File: config.mk
export PLATFORM = sky130hd
export DESIGN_NAME = hpdcache_mem_read_responder_flat
export DESIGN_NICKNAME = d
export VERILOG_FILES = /design/src/rtl/hpdcache_mem_read_responder_if.sv /design/src/rtl/hpdcache_mem_read_responder.sv /design/src/flat_wrapper.sv
export SDC_FILE = /design/constraint.sdc
export NUM_CORES = 1
export LEC_CHECK = 0
export CAP_MARGIN = 40
export CORE_UTILIZATION = 59
export CTS_CLUSTER_DIAMETER = 80
export DETAILED_ROUTE_END_ITERATION = 8
export DONT_BUFFER_PORTS = 1
export PLACE_DENSITY = 0.78
export SLEW_MARGIN = 30
export SYNTH_ARGS = -nofsm -noshare
export SYNTH_HDL_FRONTEND = slang
export SYNTH_SLANG_ARGS = --single-unit
File: constraint.sdc
create_clock -name clk_i -period 2.58 [get_ports clk_i]
set_input_delay 0.387 -clock clk_i [delete_from_list [all_inputs] [get_ports clk_i]]
set_output_delay 0.387 -clock clk_i [all_outputs]
set_load 0.01 [all_outputs]
File: src/rtl/hpdcache_mem_read_responder_if.sv
// Read request/response channel between the HPDcache refill logic and memory.
interface hpdcache_mem_read_responder_if #(
  parameter int unsigned PA_WIDTH       = 49,
  parameter int unsigned MEM_DATA_WIDTH = 64,
  parameter int unsigned MEM_ID_WIDTH   = 7,
  parameter int unsigned LEN_WIDTH      = 8
);
  logic                      mem_req_read_valid;
  logic                      mem_req_read_ready;
  logic [PA_WIDTH-1:0]       mem_req_read_addr;
  logic [LEN_WIDTH-1:0]      mem_req_read_len;
  logic [2:0]                mem_req_read_size;
  logic [MEM_ID_WIDTH-1:0]   mem_req_read_id;
  logic                      mem_resp_read_valid;
  logic                      mem_resp_read_ready;
  logic [MEM_DATA_WIDTH-1:0] mem_resp_read_data;
  logic [MEM_ID_WIDTH-1:0]   mem_resp_read_id;
  logic                      mem_resp_read_last;
  logic                      mem_resp_read_error;

  // Cache side: issues requests, consumes response beats.
  modport master (
    output mem_req_read_valid, mem_req_read_addr, mem_req_read_len, mem_req_read_size,
           mem_req_read_id, mem_resp_read_ready,
    input  mem_req_read_ready, mem_resp_read_valid, mem_resp_read_data, mem_resp_read_id,
           mem_resp_read_last, mem_resp_read_error
  );

  // Memory side: accepts requests, produces response beats.
  modport slave (
    input  mem_req_read_valid, mem_req_read_addr, mem_req_read_len, mem_req_read_size,
           mem_req_read_id, mem_resp_read_ready,
    output mem_req_read_ready, mem_resp_read_valid, mem_resp_read_data, mem_resp_read_id,
           mem_resp_read_last, mem_resp_read_error
  );
endinterface

File: src/rtl/hpdcache_mem_read_responder.sv
// Memory-side read responder: one request at a time, len+1 beats whose data is the
// beat address, so refill contents can be checked without a backing store.
module hpdcache_mem_read_responder #(
  parameter int unsigned PA_WIDTH       = 49,
  parameter int unsigned MEM_DATA_WIDTH = 64,
  parameter int unsigned MEM_ID_WIDTH   = 7,
  parameter int unsigned LEN_WIDTH      = 8,
  parameter int unsigned LATENCY        = 2,
  parameter logic [63:0] ADDR_LIMIT     = 64'h1_0000_0000
) (
  input logic                          clk_i,
  input logic                          rst_ni,
  hpdcache_mem_read_responder_if.slave mem_io
);
  localparam int unsigned MaxSize = $clog2(MEM_DATA_WIDTH / 8);
  localparam int unsigned CntW    = (LATENCY > 1) ? $clog2(LATENCY + 1) : 1;

  typedef enum logic [1:0] {StIdle, StWait, StSend} state_e;

  state_e                  state_q, state_d;
  logic [PA_WIDTH-1:0]     addr_q, addr_d;
  logic [LEN_WIDTH-1:0]    rem_q, rem_d;
  logic [2:0]              size_q, size_d;
  logic [MEM_ID_WIDTH-1:0] id_q, id_d;
  logic                    err_q, err_d;
  logic [CntW-1:0]         cnt_q, cnt_d;
  logic                    send;

  assign send = (state_q == StSend);

  // Outputs decode registered state only; nothing here depends on an input.
  assign mem_io.mem_req_read_ready  = (state_q == StIdle);
  assign mem_io.mem_resp_read_valid = send;
  assign mem_io.mem_resp_read_data  = (send && !err_q) ? MEM_DATA_WIDTH'(addr_q) : '0;
  assign mem_io.mem_resp_read_id    = send ? id_q : '0;
  assign mem_io.mem_resp_read_last  = send && (rem_q == '0);
  assign mem_io.mem_resp_read_error = send && err_q;

  // Next-state: request capture, latency countdown, beat sequencing.
  always_comb begin
    state_d = state_q;
    addr_d  = addr_q;
    rem_d   = rem_q;
    size_d  = size_q;
    id_d    = id_q;
    err_d   = err_q;
    cnt_d   = cnt_q;
    unique case (state_q)
      StIdle: begin
        if (mem_io.mem_req_read_valid) begin
          addr_d = mem_io.mem_req_read_addr;
          rem_d  = mem_io.mem_req_read_len;
          size_d = mem_io.mem_req_read_size;
          id_d   = mem_io.mem_req_read_id;
          err_d  = (mem_io.mem_req_read_size > 3'(MaxSize)) ||
                   (64'(mem_io.mem_req_read_addr) >= ADDR_LIMIT);
          cnt_d  = CntW'(LATENCY);
          if (LATENCY == 0) state_d = StSend;
          else              state_d = StWait;
        end
      end
      StWait: begin
        cnt_d = cnt_q - CntW'(1);
        if (cnt_q <= CntW'(1)) state_d = StSend;
      end
      StSend: begin
        if (mem_io.mem_resp_read_ready) begin
          if (rem_q == '0) begin
            state_d = StIdle;
          end else begin
            rem_d  = rem_q - LEN_WIDTH'(1);
            // Address wraps modulo 2^PA_WIDTH by construction.
            addr_d = addr_q + (PA_WIDTH'(1) << size_q);
          end
        end
      end
      default: state_d = StIdle;
    endcase
  end

  // State registers with synchronous active-low reset.
  always_ff @(posedge clk_i) begin
    if (!rst_ni) begin
      state_q <= StIdle;
      addr_q  <= '0;
      rem_q   <= '0;
      size_q  <= '0;
      id_q    <= '0;
      err_q   <= 1'b0;
      cnt_q   <= '0;
    end else begin
      state_q <= state_d;
      addr_q  <= addr_d;
      rem_q   <= rem_d;
      size_q  <= size_d;
      id_q    <= id_d;
      err_q   <= err_d;
      cnt_q   <= cnt_d;
    end
  end
endmodule

File: src/flat_wrapper.sv
// flat-port wrapper written by rule: the top's interface ports become plain ports
module hpdcache_mem_read_responder_flat 
#(
  parameter int unsigned PA_WIDTH       = 49,
  parameter int unsigned MEM_DATA_WIDTH = 64,
  parameter int unsigned MEM_ID_WIDTH   = 7,
  parameter int unsigned LEN_WIDTH      = 8,
  parameter int unsigned LATENCY        = 2,
  parameter logic [63:0] ADDR_LIMIT     = 64'h1_0000_0000
)
  (clk_i, rst_ni, mem_io_mem_req_read_valid, mem_io_mem_req_read_addr, mem_io_mem_req_read_len, mem_io_mem_req_read_size, mem_io_mem_req_read_id, mem_io_mem_resp_read_ready, mem_io_mem_req_read_ready, mem_io_mem_resp_read_valid, mem_io_mem_resp_read_data, mem_io_mem_resp_read_id, mem_io_mem_resp_read_last, mem_io_mem_resp_read_error);
  hpdcache_mem_read_responder_if #(.PA_WIDTH(PA_WIDTH), .MEM_DATA_WIDTH(MEM_DATA_WIDTH), .MEM_ID_WIDTH(MEM_ID_WIDTH), .LEN_WIDTH(LEN_WIDTH)) mem_io_i ();
  input logic clk_i;
  input logic rst_ni;
  input wire logic [$bits(mem_io_i.mem_req_read_valid)-1:0] mem_io_mem_req_read_valid;
  input wire logic [$bits(mem_io_i.mem_req_read_addr)-1:0] mem_io_mem_req_read_addr;
  input wire logic [$bits(mem_io_i.mem_req_read_len)-1:0] mem_io_mem_req_read_len;
  input wire logic [$bits(mem_io_i.mem_req_read_size)-1:0] mem_io_mem_req_read_size;
  input wire logic [$bits(mem_io_i.mem_req_read_id)-1:0] mem_io_mem_req_read_id;
  input wire logic [$bits(mem_io_i.mem_resp_read_ready)-1:0] mem_io_mem_resp_read_ready;
  output wire logic [$bits(mem_io_i.mem_req_read_ready)-1:0] mem_io_mem_req_read_ready;
  output wire logic [$bits(mem_io_i.mem_resp_read_valid)-1:0] mem_io_mem_resp_read_valid;
  output wire logic [$bits(mem_io_i.mem_resp_read_data)-1:0] mem_io_mem_resp_read_data;
  output wire logic [$bits(mem_io_i.mem_resp_read_id)-1:0] mem_io_mem_resp_read_id;
  output wire logic [$bits(mem_io_i.mem_resp_read_last)-1:0] mem_io_mem_resp_read_last;
  output wire logic [$bits(mem_io_i.mem_resp_read_error)-1:0] mem_io_mem_resp_read_error;
  assign mem_io_i.mem_req_read_valid = mem_io_mem_req_read_valid;
  assign mem_io_i.mem_req_read_addr = mem_io_mem_req_read_addr;
  assign mem_io_i.mem_req_read_len = mem_io_mem_req_read_len;
  assign mem_io_i.mem_req_read_size = mem_io_mem_req_read_size;
  assign mem_io_i.mem_req_read_id = mem_io_mem_req_read_id;
  assign mem_io_i.mem_resp_read_ready = mem_io_mem_resp_read_ready;
  assign mem_io_mem_req_read_ready = mem_io_i.mem_req_read_ready;
  assign mem_io_mem_resp_read_valid = mem_io_i.mem_resp_read_valid;
  assign mem_io_mem_resp_read_data = mem_io_i.mem_resp_read_data;
  assign mem_io_mem_resp_read_id = mem_io_i.mem_resp_read_id;
  assign mem_io_mem_resp_read_last = mem_io_i.mem_resp_read_last;
  assign mem_io_mem_resp_read_error = mem_io_i.mem_resp_read_error;
  hpdcache_mem_read_responder #(.PA_WIDTH(PA_WIDTH), .MEM_DATA_WIDTH(MEM_DATA_WIDTH), .MEM_ID_WIDTH(MEM_ID_WIDTH), .LEN_WIDTH(LEN_WIDTH), .LATENCY(LATENCY), .ADDR_LIMIT(ADDR_LIMIT)) u_core (.clk_i(clk_i), .rst_ni(rst_ni), .mem_io(mem_io_i));
endmodule
==> results.toml, run 1 <==
[global_route]
grt_first_pass_wirelength_mm = 25.6
grt_pass1_vias = 5035
antenna_found_initial = 0
grt.total_usage_pct = 36.5
gr-total-overflow = 0
grt_max_degree = 47

[clock_tree]
numCtsBuffers = 9
cts-htree-levels = 3
cts_sinks = 72
root_buffer = "clkbuf_8"
cts_tree = "yes"
clk_latency_ps = 370
clkTransAtPathRegs_ps = 90
clock_path_buffers = 2

[placed_design]
place.gp.congestion = 0.955
portBuffers = 0
place_inst = 828
hpwl_mm = 11.8
pre_cts_slack_ps = -118

[synthesis]
ys.flop_type = "dfxtp_1"
async_flop_share_pct = 0
synth_top_area_cell = "dfxtp_1"
yosys_register_bits = 72
synth.avg_cell_area_um2 = 7.10
ys_types = 68
yosys-top-cells-area = "dfxtp_1 (27%), nand2_1 (8.0%), and2_1 (7.3%)"
yosysTopAreaCellShare_pct = 27.5
ys_seq_area_share_pct = 27.5
synth_edf_count = 0
synthesis.area_um2 = 5240
yosysWarnings = 0
synth_cells = 738

[critical_path]
ff2ff_setup_slack_ps = -50
reg2reg_from = "u_core.size_q[1]"
critical_path_class = "reg -> reg"
cp-end-kind = "flop"
critPathArrivalTime_ps = 2930
reg2reg_depth = 9
cp-start-kind = "flop"
cp.required_ps = 2880
cp_max_fo = 8
rr_endpoint = "u_core.addr_q[40]"

[timing]
setup_ws_ps = -45.6
slew_violations = 0
relSlewSlack_pct = 53.9
finalClockSkew_ps = 9.11
finalHoldViolations = 0
tightest_slew_ps = 686
fmax_mhz = 381
rsz0062_at_grt = "true"
finalSetupViolations = 5
fin_crit_ps = 2630
min_period_over_period_pct = 102

[floorplanning]
dieWidth_um = 96.3
coreArea_um2 = 8680
die-area_um2 = 9270
die_y_um = 96.3
rows = 34
initial_core_util_pct = 60.4
ios = 146

[power_and_ir_drop]
power.leakage_uw = 0.00227
power_uw = 3230
vdd_ir_drop_max_mv = 0.286
powerDensity_nw_per_um2 = 538

[status]
violations = "DRC, setup timing"
status = "finished with violations"

[hold_path]
min_path_cells = 2
hp-class = "in -> reg"
min_to = "u_core.addr_q[48]"
worstHoldStart = "rst_ni"

[drt]
drt-total-wl_mm = 17.1
ant_nets = 0
firstDrtPassIters = 7
viasPerCell = 6.66
avgRoutedWirePerCell_um = 19.9
drt_iter0_drc = 486
drc = 2
vias = 5724

[final_layout]
nets = 827
stdcell_count = 859
area_delta_synth_final_pct = 14.5
drive_gt1_share_pct = 16.4

[run]
drv_cap = 0
metal layers:
metal / vias to the layer above / GRT usage [%] / wire length (um)
met3: 66 / 9.16 / 1640
li1: 2663 / - / -
met5: - / 0 / 0
met4: 0 / 15.7 / 711
met1: 2653 / 45.2 / 6650
met2: 342 / 59.8 / 8090
report_power, final:
part	total (uW)	switching [uW]	internal [uW]
registers	1360	147	1220
logic	699	425	274
clock network	1170	511	656
cells in the final DEF (no fill, tap or decap), types with 4 or more instances in the layout:
cell type	instances
or4_1	4
clkbuf_8	9
a211oi_4	4
or3_1	10
and2_1	60
nor3_1	10
a21oi_1	51
conb_1	15
ha_2	4
nor2_1	41
a21o_1	5
o22ai_1	9
a211oi_1	4
o311ai_1	4
o21ai_0	27
nand3_1	51
mux2i_1	4
a22oi_1	5
nand4_1	21
a31oi_1	20
or2_2	4
inv_1	10
nor4_1	9
buf_4	49
dfxtp_1	69
o211ai_1	14
ha_1	5
nand2_1	110
and3_1	22
area by class of cell:
cell class | count | area, um2
clock buffers | 9 | 124
diodes | 1 | 2.50
inverters | 12 | 45.0
repair buffers | 54 | 435
fillers | 757 | 2670
flip-flops and latches | 72 | 1450
multi-input cells | 596 | 3680
clock inverters | 7 | 128
well taps | 108 | 135
flip-flops by register name, indices dropped and copies added, names as in the netlist:
name            cells
u_core.rem_q        8
u_core.state_q      2
u_core.size_q       3
u_core.err_q        1
u_core.addr_q      49
u_core.cnt_q        2
u_core.id_q         7
worst max-delay path, stage by stage, from the launching register on:
cell and delay (ps):
dfxtp_4 390, nor3_4 180, ha_2 220, fa_2 240
a211oi_4 80, o21ba_4 250, a211oi_4 370, nand4_1 280
or3_1 420, a31oi_1 130
cells in the mapped netlist (11+ instances only):
cell type  number
a21oi_1        53
a31oi_1        21
and2_1         61
and3_1         22
buf_4          16
clkbuf_1       46
dfxtp_1        72
inv_1          11
nand2_1       112
nand3_1        54
nand4_1        21
nor2_1         44
nor3_1         11
o211ai_1       14
o21ai_0        29
cells by family after synthesis:
logic type / count (synthesis) / share of synthesized area (%)
buffers and inverters: 84 / 7.35
XOR/XNOR: 4 / 0.668
multiplexers: 6 / 1.19
other: 1 / 0.0715
AND/OR/NAND/NOR: 379 / 37.4
flip-flops: 72 / 27.5
AO/OA/AOI/OAI: 181 / 23.0
adder cells (fa/ha/maj): 11 / 2.77
how the worst max path moves through the flow:
stage | cells past startpoint | from | end | slack (ps)
final | 9 | u_core.size_q[1] | u_core.addr_q[40] | -50
after global routing | 10 | u_core.size_q[2] | u_core.addr_q[48] | -120
after CTS | 9 | u_core.size_q[2] | u_core.addr_q[48] | -20
after detailed placement | 9 | u_core.size_q[2] | u_core.addr_q[44] | -120
after global placement | 10 | u_core.size_q[1] | u_core.addr_q[33] | -50
after floorplan | 10 | u_core.size_q[2] | u_core.addr_q[40] | 20
timing repair:
action	in CTS	in global routing
gates resized for setup	13	40
hold buffers	0	0
setup buffers	5	9
hold endpoints to repair	0	0
setup endpoints to repair	19	28
pin swaps	6	24
through the flow:
| step | utilization, % | hold WS (ps) | TNS (ps) | area, um2 |
|---|---|---|---|---|
| finish | 69.2 | 127 | -166 | 6000 |
| floorplan | - | 432 | 0 | 5300 |
| global placement | 62.6 | 438 | -172 | 5440 |
| detailed placement | 62.6 | 446 | -836 | 5440 |
| global route | 69.2 | 116 | -1250 | 6000 |
| CTS | 66.5 | 122 | -22.9 | 5770 |
No activity file was read; power rests on OpenSTA's default activity.
==> inputs of run 2 (changes only) <==
CORE_ASPECT_RATIO = 1.25   (was unset)
CORE_UTILIZATION = 45   (was 59)
HOLD_SLACK_MARGIN = 0.06   (was unset)
PLACE_DENSITY = unset   (was 0.78)
==> results.toml, run 2 (same netlist as run 1, synthesis figures left out) <==
[final_layout]
regMostFlops = "u_core.addr_q"
largest_reg_flops = 49
seq_area_um2 = 1450
reg.largest.list = "u_core.addr_q: 49 flops, u_core.rem_q: 8 flops, u_core.id_q: 7 flops"
final_common_cell = "nand2_1"
mostFrequentLayoutCells = "nand2_1 (108), dfxtp_1 (69), and2_1 (60)"
drive_gt1_share_pct = 18.3
multiInputGateArea_um2 = 3730
area_delta_synth_final_pct = 19.9
nets = 837
num_antenna_cells = 0
n_fill_cell = 1075

[critical_path]
reg2reg_from = "u_core.size_q[2]"
critical_path_class = "reg -> reg"
ff2ff_setup_slack_ps = -70
rr_endpoint = "u_core.addr_q[47]"
slowest_stage = "or3_1"
cp_max_fo = 6
max_stage_delay_ps = 380
critical_path.top_delay_family = "compound AO/OA/AOI/OAI gates"
cp.required_ps = 2840
worstPathCellList = "buf_6, nor3b_4, ha_1, buf_6, nand2_4, a211o_1, a311oi_2, buf_4, nand4_1, or3_1, o211ai_1"
reg2reg_depth = 11
path_buf_inv = 3
cp-end-kind = "flop"
critPathArrivalTime_ps = 2910
crit_top_cell = "buf_6"
cp-start-kind = "flop"

[drt]
ant_nets = 0
vias = 5641
viasPerCell = 6.30
firstDrtPassIters = 7
drt_iter0_drc = 371
drt-total-wl_mm = 17.6
drc = 8
avgRoutedWirePerCell_um = 19.7

[timing]
finalSetupViolations = 2
finalHoldViolations = 0
fin_crit_ps = 2650
rsz0062_at_grt = "true"
finalClockSkew_ps = 8.36
fmax_mhz = 377
min_period_over_period_pct = 103
tightest_slew_ps = 650
slew_violations = 0
relSlewSlack_pct = 56.3
setup_ws_ps = -70.3

[global_route]
antenna_found_initial = 0
grt_first_pass_wirelength_mm = 27.2
gr-total-overflow = 0
grt.total_usage_pct = 28.9
grt_max_degree = 59
grt_pass1_vias = 5327

[clock_tree]
clk_latency_ps = 340
cts-htree-levels = 3
numCtsBuffers = 9
root_buffer = "clkbuf_16"
cts_sinks = 72
cts_tree = "yes"
clkTransAtPathRegs_ps = 60
clock_path_buffers = 2

[floorplanning]
ios = 146
die_y_um = 123
coreArea_um2 = 11200
dieWidth_um = 98.5
die-area_um2 = 12100
initial_core_util_pct = 46.6
rows = 43

[hold_path]
hp-class = "in -> reg"
min_to = "u_core.addr_q[22]"
worstHoldStart = "rst_ni"
min_path_cells = 2

[status]
status = "finished with violations"
violations = "DRC, setup timing"

[run]
drv_cap = 0

[placed_design]
portBuffers = 0
pre_cts_slack_ps = -185
hpwl_mm = 12.0
place.gp.congestion = 0.890

[power_and_ir_drop]
vdd_ir_drop_max_mv = 0.396
power_uw = 3520
power.leakage_uw = 0.00239
powerDensity_nw_per_um2 = 560
run 2: changes by cell type in the layout (fill, tap and decap cells not counted), moves of 3 or more:
cell	delta
buf_12	+3
clkbuf_8	-8
buf_4	+6
clkbuf_16	+9
ha_4	+3
run 2: repair_timing:
item | in CTS | in global routing
setup buffers | 5 | 13
endpoints found under the hold margin | 0 | 0
gates resized for setup | 18 | 45
pin swaps | 7 | 28
hold buffers | 0 | 0
setup endpoints to repair | 21 | 33
run 2: worst max path at each step:
stage,from,end,slack [ps],cells after the start
floorplan,u_core.size_q[2],u_core.addr_q[40],20,10
global placement,u_core.size_q[2],u_core.addr_q[44],-80,9
detailed placement,u_core.size_q[1],u_core.addr_q[47],-190,9
CTS,u_core.size_q[2],u_core.addr_q[46],2,10
global route,u_core.size_q[2],u_core.addr_q[46],-150,11
finish,u_core.size_q[2],u_core.addr_q[47],-70,11
run 2: stage by stage:
step / setup TNS (ps) / cells / cell area (um2) / hold slack, ps / utilization (%)
after global placement: -353 / 861 / 5540 / 439 / 49.3
after global routing: -1220 / 895 / 6280 / 159 / 55.9
after CTS: 0 / 882 / 5980 / 163 / 53.2
after floorplan: 0 / 752 / 5300 / 432 / -
after detailed placement: -1610 / 861 / 5540 / 445 / 49.3
final: -116 / 895 / 6280 / 165 / 55.9
run 2: power by group:
group	switching [uW]	leakage (uW)	internal (uW)
logic	444	0.00163	312
clock network	527	0.000159	879
registers	142	0.000595	1220
run 2: cell type report:
type | instances | share of cell area [%]
clock buffers | 10 | 3.80
clock inverters | 6 | 1.43
inverters | 12 | 0.717
multi-input cells | 596 | 59.4
flip-flops and latches | 72 | 23.1
well taps | 135 | 2.69
repair buffers | 64 | 8.88
run 2: worst register-to-register path, stage by stage, from the launching register on:
cell	delay, ps
dfxtp_4	370
buf_6	130
nor3b_4	140
ha_1	340
buf_6	130
nand2_4	40
a211o_1	270
a311oi_2	320
buf_4	230
nand4_1	120
or3_1	380
o211ai_1	100
run 2: routing by layer:
layer / global-route usage, % / routed length [um] / up-vias
met5: 0 / 0 / -
met4: 15.1 / 682 / 0
met3: 6.55 / 1430 / 47
met2: 47.8 / 8310 / 243
met1: 35.0 / 7180 / 2671
li1: - / - / 2680
